$ cat config.mk
export PLATFORM = sky130hd
export DESIGN_NAME = mem_access_unit
export DESIGN_NICKNAME = d
export VERILOG_FILES = /design/src/rtl/mem_access_unit_pkg.sv /design/src/rtl/mem_lane_align.sv /design/src/rtl/mem_access_unit.sv
export SDC_FILE = /design/constraint.sdc
export NUM_CORES = 1
export LEC_CHECK = 0
export ABC_AREA = 0
export BUFFER_PORTS_ARGS = -buffer_cell sky130_fd_sc_hd__buf_2
export CORE_MARGIN = 1
export CORE_UTILIZATION = 47
export CTS_BUF_LIST = sky130_fd_sc_hd__clkbuf_4 sky130_fd_sc_hd__clkbuf_8
export DETAILED_ROUTE_END_ITERATION = 6
export GPL_TIMING_DRIVEN = 0
export PLACE_DENSITY = 0.79
export SYNTH_ARGS = -nofsm -noshare
export SYNTH_HDL_FRONTEND = slang
export SYNTH_HIERARCHICAL = 1
export SYNTH_SLANG_ARGS = --single-unit
$ cat constraint.sdc
create_clock -name clk -period 2.8 [get_ports clk]
set_clock_uncertainty 0.1 [all_clocks]
set_input_delay 0.42 -clock clk [delete_from_list [all_inputs] [get_ports clk]]
set_output_delay 0.42 -clock clk [all_outputs]
set_load 0.05 [all_outputs]
$ cat src/rtl/mem_access_unit_pkg.sv
// ---------------------------------------------------------------------------
// mem_access_unit_pkg : shared sizes, state encoding and bus widths
// Revision 1.0
// ---------------------------------------------------------------------------
`default_nettype none

package mem_access_unit_pkg;

   localparam int ADDR_BUS = 32;
   localparam int DATA_BUS = 32;

   localparam logic [1:0] SIZE_BYTE = 2'd0;
   localparam logic [1:0] SIZE_HALF = 2'd1;
   localparam logic [1:0] SIZE_WORD = 2'd2;

   typedef enum logic [2:0] {
      IDLE  = 3'd0,
      READ  = 3'd1,
      WRITE = 3'd2,
      WHOLD = 3'd3,
      RESP  = 3'd4
   } state_t;

endpackage

`default_nettype wire

$ cat src/rtl/mem_lane_align.sv
// ---------------------------------------------------------------------------
// mem_lane_align : byte-mask, store replication, load extract/extend, misalign
// Optional feature macro: MEM_ACCESS_MISALIGN_CHECK_EN
// Revision 1.0
// ---------------------------------------------------------------------------
`default_nettype none

module mem_lane_align
   import mem_access_unit_pkg::*;
(
   input  logic [1:0]          size,
   input  logic [1:0]          offset,
   input  logic                is_signed,
   input  logic [DATA_BUS-1:0] store_data,
   input  logic [DATA_BUS-1:0] load_word,
   output logic [3:0]          mask,
   output logic [DATA_BUS-1:0] store_lanes,
   output logic [DATA_BUS-1:0] load_data,
   output logic                misalign
);

   logic [7:0]  byte_sel;
   logic [15:0] half_sel;

   // Halves use offset[1] only; in the checked build odd offsets never reach here.
   always_comb begin
      mask        = 4'b1111;
      store_lanes = store_data;
      load_data   = load_word;
      byte_sel    = load_word[8*offset +: 8];
      half_sel    = offset[1] ? load_word[31:16] : load_word[15:0];
      case (size)
         SIZE_BYTE: begin
            mask        = 4'b0001 << offset;
            store_lanes = {4{store_data[7:0]}};
            load_data   = {{24{is_signed & byte_sel[7]}}, byte_sel};
         end
         SIZE_HALF: begin
            mask        = offset[1] ? 4'b1100 : 4'b0011;
            store_lanes = {2{store_data[15:0]}};
            load_data   = {{16{is_signed & half_sel[15]}}, half_sel};
         end
         default: ;
      endcase
   end

`ifdef MEM_ACCESS_MISALIGN_CHECK_EN
   always_comb begin
      case (size)
         SIZE_BYTE: misalign = 1'b0;
         SIZE_HALF: misalign = offset[0];
         default:   misalign = |offset;
      endcase
   end
`else
   assign misalign = 1'b0;
`endif

endmodule

`default_nettype wire

$ cat src/rtl/mem_access_unit.sv
// ---------------------------------------------------------------------------
// mem_access_unit : MEM-stage load/store sequencer for a word-organised RAM
// Optional feature macro: MEM_ACCESS_MISALIGN_CHECK_EN
// Revision 1.0
// ---------------------------------------------------------------------------
`default_nettype none

module mem_access_unit
   import mem_access_unit_pkg::*;
#(
   parameter int ADDR_WIDTH = ADDR_BUS,
   parameter int DATA_WIDTH = DATA_BUS
)
(
   input  logic                  clk,
   input  logic                  rst,
   input  logic                  req_valid,
   output logic                  req_ready,
   input  logic                  req_write,
   input  logic [1:0]            req_size,
   input  logic                  req_signed,
   input  logic [ADDR_WIDTH-1:0] req_addr,
   input  logic [DATA_WIDTH-1:0] req_wdata,
   output logic                  resp_valid,
   input  logic                  resp_ready,
   output logic [DATA_WIDTH-1:0] resp_rdata,
   output logic                  resp_error,
   output logic                  ram_en,
   output logic [3:0]            ram_write_sel,
   output logic [ADDR_WIDTH-1:0] ram_addr,
   output logic [DATA_WIDTH-1:0] ram_wdata,
   input  logic [DATA_WIDTH-1:0] ram_rdata
);

   state_t                  state;
   state_t                  next_state;

   logic [1:0]              held_size;
   logic                    held_signed;
   logic [ADDR_WIDTH-1:0]   held_addr;
   logic [DATA_WIDTH-1:0]   held_wdata;
   logic [DATA_WIDTH-1:0]   load_result;
   logic                    error_flag;

   logic                    in_idle;
   logic [1:0]              al_size;
   logic [1:0]              al_offset;
   logic [3:0]              al_mask;
   logic [DATA_WIDTH-1:0]   al_store;
   logic [DATA_WIDTH-1:0]   al_load;
   logic                    al_misalign;
   logic [ADDR_WIDTH-1:0]   word_addr;

   // In IDLE the aligner classifies the incoming request; afterwards the held one.
   assign in_idle   = (state == IDLE);
   assign al_size   = in_idle ? req_size       : held_size;
   assign al_offset = in_idle ? req_addr[1:0]  : held_addr[1:0];
   assign word_addr = {held_addr[ADDR_WIDTH-1:2], 2'b00};

   mem_lane_align u_align (
      .size        (al_size),
      .offset      (al_offset),
      .is_signed   (held_signed),
      .store_data  (held_wdata),
      .load_word   (ram_rdata),
      .mask        (al_mask),
      .store_lanes (al_store),
      .load_data   (al_load),
      .misalign    (al_misalign)
   );

   always_ff @(posedge clk or negedge rst) begin
      if (!rst) begin
         state <= IDLE;
      end else begin
         state <= next_state;
      end
   end

   always_ff @(posedge clk or negedge rst) begin
      if (!rst) begin
         held_size   <= 2'd0;
         held_signed <= 1'b0;
         held_addr   <= '0;
         held_wdata  <= '0;
         load_result <= '0;
         error_flag  <= 1'b0;
      end else begin
         if (in_idle && req_valid) begin
            held_size   <= req_size;
            held_signed <= req_signed;
            held_addr   <= req_addr;
            held_wdata  <= req_wdata;
            load_result <= '0;
            error_flag  <= al_misalign;
         end
         if (state == READ) begin
            load_result <= al_load;
         end
      end
   end

   always_comb begin
      next_state    = state;
      req_ready     = 1'b0;
      resp_valid    = 1'b0;
      resp_rdata    = '0;
      resp_error    = 1'b0;
      ram_en        = 1'b0;
      ram_write_sel = 4'b0000;
      ram_addr      = '0;
      ram_wdata     = '0;
      case (state)
         IDLE: begin
            // Gated by rst so every output reads 0 while reset is asserted.
            req_ready = rst;
            if (req_valid) begin
               if (al_misalign)    next_state = RESP;
               else if (req_write) next_state = WRITE;
               else                next_state = READ;
            end
         end
         READ: begin
            ram_en     = 1'b1;
            ram_addr   = word_addr;
            next_state = RESP;
         end
         WRITE: begin
            ram_en        = 1'b1;
            ram_write_sel = al_mask;
            ram_addr      = word_addr;
            ram_wdata     = al_store;
            next_state    = WHOLD;
         end
         WHOLD: begin
            ram_write_sel = al_mask;
            ram_addr      = word_addr;
            ram_wdata     = al_store;
            next_state    = RESP;
         end
         RESP: begin
            resp_valid = 1'b1;
            resp_rdata = load_result;
            resp_error = error_flag;
            if (resp_ready) next_state = IDLE;
         end
         default: next_state = IDLE;
      endcase
   end

endmodule

`default_nettype wire

==> flow_summary.ini, run 1 <==
[status]
status = complete, but fails checks
violations = negative setup slack

[synth]
synth_top_cells_by_count = dfrtp_1, and2_1, mux2_2, and3_1, a22o_1
synth_most_common_cell = dfrtp_1
synthArstFlopShare = 1.00
synth.area.top_cells = dfrtp_1, mux2_2, and2_1
synth.distinct_cells = 42
yosys_warnings = 6
syn_inst = 534
synth.cell_area_um2 = 6000
synth_top_area_frac = 0.430
yosysSeqAreaShare = 0.430
ys.flop_type = dfrtp_1
synth-edff-count = 0
synth_top_cell_by_area = dfrtp_1
synth_area_per_cell_um2 = 11.2
synth_seq_cells = 103

[global_routing]
grt_pass1_wl_um = 27600
gr-total-overflow = 0
grt_use_met3 = 0.0712
top_usage_layer = met2
met2_usage = 0.463
grt_pass1_vias = 5309
grt_use_total = 0.277
antenna_found_initial = 2
grt_max_degree = 64
grtUsageMet1 = 0.343

[setup_path]
end_kind = primary output
critPathMaxFanout = 8
worstSetupPathType = flip-flop to primary output
arrival_ps = 2500
required_ps = 2280
start_kind = flip-flop

[final_layout]
final_nets = 882
fin_cells = 951
fillers = 961
fin_util = 0.667
drive_above_1_share = 0.543
syn2layout_area_growth_pct = 35.9
antenna_cells = 0

[placement]
place_ws_ps = -311
placedCellCount = 909
dpl.hpwl_um = 12800
routabilityCongestion = 0.881
io_buffers = 205

[die]
die-area_um2 = 13200
coreArea_um2 = 12200
die_y_um = 115
boundaryPins = 208
rows = 40
die_w_um = 115
initial_core_util = 0.491

[power_and_ir_drop]
p_leak_nw = 4.20
pwr_density_cell_nw_per_um2 = 1340
irDropWorstVdd_uv = 703

[timing]
fmax_mhz = 332
rsz0062_at_grt = yes
tightest_slew_ps = 795
fin_crit_sh = 1.08
setup_viol = 28
hold_ws_ps = 27.4
hold_viol_final = 0
slew_violations = 0
relSlewSlack = 0.470
worst_slack_ps = -215
period_needed_ps = 3020

[detailed_routing]
ant_nets = 0
drc_errors = 0
vias = 5254
wire_per_inst_um = 19.0
drt_iter0_drc = 335
avgViaCountPerCell = 5.52
drt_first_pass_iters = 5
wirelength_um = 18100

[run]
max_cap_violations = 0

[clock_tree]
cts_root_buf = clkbuf_8
cts_buffers = 9
clk_pin_slew_ps = 100
hold_buffers = 0
clk_latency_ps = 380
ctsHtreeMaxLevel = 3
tritoncts = built
clock_path_buffers = 2
clock_sinks = 103

[min_path]
hold_path.class = input pin to asynchronous set/reset pin
-- stage by stage --
step                      TNS (ps)  power (mW)  area (um2)
after floorplan                  0        7.29        6020
final                        -3110        10.9        8150
after detailed placement     -3730        8.68        7280
after global routing         -4840        11.4        8150
after global placement       -3250        8.50        7250
after CTS                    -4000        10.6        8080
-- power breakdown --
part	switching (mW)	internal [mW]
logic	3.93	3.36
registers	0.451	2.15
clock network	0.532	0.475
total	4.91	5.98
-- final cells by class --
cell class | instances | area, um2 | area share
Clock inverter | 4 | 51.3 | 0.00630
Clock buffer | 12 | 159 | 0.0195
Timing Repair Buffer | 241 | 1560 | 0.191
Sequential cell | 103 | 2580 | 0.317
Tap cell | 168 | 210 | 0.0258
Multi-Input combinational cell | 365 | 3140 | 0.385
Buffer | 53 | 432 | 0.0530
Inverter | 5 | 21.3 | 0.00261
-- cells in the final DEF (no fill, tap or decap), types with 2 or more instances in the layout --
master,Yosys,layout
a221o_1,7,7
a22o_1,32,32
a22oi_1,8,8
a31oi_1,3,3
and2_1,69,44
and2_4,0,25
and3_1,33,33
buf_12,3,7
buf_2,11,180
buf_4,17,47
buf_6,5,22
buf_8,0,14
clkbuf_1,25,18
clkbuf_2,1,2
clkbuf_4,0,2
clkbuf_8,0,13
conb_1,2,3
dfrtp_1,103,102
inv_1,5,4
mux2_2,61,57
mux2_4,28,32
mux2i_1,17,17
nand2_1,17,14
nand2_4,0,2
nor2_1,12,11
nor2b_1,19,17
nor3_1,3,3
o21ai_1,1,6
o21ai_2,0,3
o21bai_1,3,3
o221ai_1,8,8
o22ai_1,16,16
-- metal layers --
metal / up-vias / share of wire
li1: 2374 / -
met1: 2577 / 0.41
met2: 269 / 0.49
met3: 32 / 0.082
met4: 2 / 0.019
met5: - / 0.00072
-- worst paths after layout --
kind / startpoint / slack [ps] / to / cells past startpoint
max: state[1]$_DFFE_PN0P_ / -220 / ram_wdata[14] / 7
min: rst / 30 / load_result[21]$_DFFE_PN0P_ / 1
max reg2reg: state[1]$_DFFE_PN0P_ / 20 / load_result[29]$_DFFE_PN0P_ / 11
min reg2reg: load_result[12]$_DFFE_PN0P_ / 400 / load_result[12]$_DFFE_PN0P_ / 1
max in group asynchronous: rst / 1880 / held_wdata[17]$_DFFE_PN0P_ / 2
min in group clk: req_addr[6] / 160 / held_addr[6]$_DFFE_PN0P_ / 2
-- kinds of logic (layout without fill, tap and decap cells) --
kind of cell | Yosys count | in the layout | share of synthesized area
other | 2 | 3 | 0.00125
AOI/OAI and AO/OA | 93 | 93 | 0.122
and+or+nand+nor | 161 | 161 | 0.159
buffers and inverters | 67 | 315 | 0.0695
muxes | 107 | 107 | 0.217
xor gates and xnor gates | 1 | 1 | 0.00146
DFF | 103 | 103 | 0.430
-- repair_timing --
action                                  in CTS  in global routing
pin swaps                                    5                  8
endpoints found under the setup margin      32                 59
cloned                                       1                  0
resized for setup                          142                 18
setup buffers                               25                 10
-- sequential cells by signal (all words and copies together), names as in the netlist --
| register | count |
|---|---|
| error_flag | 1 |
| held_addr | 32 |
| held_signed | 1 |
| held_size | 2 |
| held_wdata | 32 |
| load_result | 32 |
| state | 3 |
-- critical path: stages, from the launching register on --
cell	delay (ps)
dfrtp_1	440
nor3_4	300
mux2_4	360
or2_4	260
buf_12	150
mux2_4	300
and2_4	140
buf_6	140
Note: power is estimated with default switching activity, not from simulation.
==> run 2, diff against run 1 <==
Settings changed: CORE_MARGIN 1 to unset, CTS_CLUSTER_DIAMETER set to 60.
Clock period 2.8 ns to 2.53 ns, I/O delays scaled along.
==> run 2 against run 1 <==
  * The run still ends with negative setup slack left
  * Core utilization up 2.5 points
  * Die area unchanged
  * Register-to-register slack worse by 290 ps
  * Clock power up 22%
  * Combinational power up 16%
  * Wire length up 1.2%
  * Sequential power up 10%
  * Flip-flop and latch count unchanged
  * Count of clock-buffer cells in the layout unchanged
  * Via count up 1.1%
  * Critical endpoint is now ram_wdata[28]
  * Largest power group unchanged
  * Highest routed layer unchanged
==> flow_summary.ini, run 2 (synthesized netlist as in run 1, its figures left out) <==
[status]
status = complete, but fails checks
violations = negative setup slack

[timing]
fmax_mhz = 338
rsz0062_at_grt = yes
hold_viol_final = 0
hold_ws_ps = 111
fin_crit_sh = 1.17
tightest_slew_ps = 606
setup_viol = 60
relSlewSlack = 0.593
period_needed_ps = 2960
slew_violations = 0
worst_slack_ps = -431

[die]
rows = 40
coreArea_um2 = 12200
initial_core_util = 0.491
die_w_um = 115
die-area_um2 = 13200
boundaryPins = 208
die_y_um = 115

[global_routing]
grt_pass1_vias = 5193
grt_pass1_wl_um = 27900
gr-total-overflow = 0
grt_use_total = 0.279
grt_max_degree = 59
antenna_found_initial = 2

[detailed_routing]
vias = 5314
drc_errors = 0
drt_iter0_drc = 245
drt_first_pass_iters = 5
wire_per_inst_um = 19.2
wirelength_um = 18300
ant_nets = 0
avgViaCountPerCell = 5.55

[power_and_ir_drop]
irDropWorstVdd_uv = 728
p_leak_nw = 4.30
pwr_density_cell_nw_per_um2 = 1490
total_power_mw = 12.6

[setup_path]
end_kind = primary output
start_kind = flip-flop
arrival_ps = 2480
required_ps = 2050
worstSetupPathType = flip-flop to primary output
critPathMaxFanout = 9

[final_layout]
final_common_cell = buf_2
finalInstanceArea_um2 = 8450
layout_common_cells = buf_2, dfrtp_1, mux2_2, and2_1, buf_4
final_nets = 887
syn2layout_area_growth_pct = 40.9
largestRegisters = held_addr (32), held_wdata (32), load_result (32)
fillers = 966
drive_above_1_share = 0.575

[placement]
placed_area_um2 = 7320
io_buffers = 205
routabilityCongestion = 0.913
dpl.hpwl_um = 12800
place_ws_ps = -463

[clock_tree]
clk_pin_slew_ps = 100
clock_path_buffers = 2
cts_root_buf = clkbuf_8
clock_sinks = 103
ctsHtreeMaxLevel = 3
clk_latency_ps = 390
cts_buffers = 9
tritoncts = built

[min_path]
hold_path.class = input pin to flip-flop

[run]
max_cap_violations = 0
[run 2: changes by cell type in the layout (fill, tap and decap cells not counted), moves of 5 or more]
cell,previous run,this run
o22ai_1,16,11
buf_4,47,40
o22ai_2,0,5
clkbuf_1,18,10
clkbuf_4,2,10
buf_2,180,175
clkbuf_2,2,8
o221ai_2,0,7
o221ai_1,8,1
[run 2: stage by stage]
step | TNS, ps | cells | util
2_1_floorplan | -672 | 535 | -
3_3_place_gp | -26330 | 908 | 0.597
3_5_place_dp | -14740 | 909 | 0.599
4_1_cts | -13950 | 946 | 0.669
5_1_grt | -19780 | 956 | 0.691
6_report | -15340 | 957 | 0.692
[run 2: path summary, 6_finish.rpt]
kind	start	endpoint	cells after the start	slack (ps)
worst max-delay path	state[2]$_DFFE_PN0P_	ram_wdata[28]	9	-430
worst min-delay path	req_wdata[31]	held_wdata[31]$_DFFE_PN0P_	2	110
worst max register to register	state[2]$_DFFE_PN0P_	load_result[7]$_DFFE_PN0P_	10	-270
worst min register to register	load_result[5]$_DFFE_PN0P_	load_result[5]$_DFFE_PN0P_	1	400
max in group asynchronous	rst	held_wdata[8]$_DFFE_PN0P_	3	1590
min in group asynchronous	rst	load_result[26]$_DFFE_PN0P_	3	440
[run 2: cell type report]
cell class              instances  area, um2  area share
flip-flops and latches        103       2580       0.305
well taps                     168        210      0.0249
clock inverters                 4       77.6     0.00919
repair buffers                245       1680       0.199
inverters                       5       21.3     0.00252
clock buffers                  12        159      0.0188
multi-input cells             365       3250       0.385
diodes                          1       2.50    0.000296
plain buffers                  54        462      0.0547
[run 2: worst max-delay path: stages (launching register included)]
cell and delay, ps:
dfrtp_2 470, nor3_4 260, mux2_4 340, buf_4 140, buf_6 120, buf_12 140
mux2i_1 120, o21ai_1 180, and2_4 180, buf_8 140
[run 2: repair_timing]
item,CTS,global route
setup endpoints to repair,131,102
pin swaps,8,21
hold buffers,2,0
cloned,1,1
hold endpoints to repair,46,0
setup buffers,24,12
gates resized for setup,142,61
[run 2: routing by layer]
| layer | vias up | track usage | share of wire |
|---|---|---|---|
| li1 | 2391 | - | - |
| met1 | 2612 | 0.351 | 0.41 |
| met2 | 277 | 0.460 | 0.48 |
| met3 | 32 | 0.0738 | 0.088 |
| met4 | 2 | 0.110 | 0.020 |
| met5 | - | 0 | 0.00071 |
[run 2: where the power goes]
group,switching (mW),internal [mW]
Clock,0.599,0.627
Combinational,4.50,3.98
Sequential,0.494,2.38
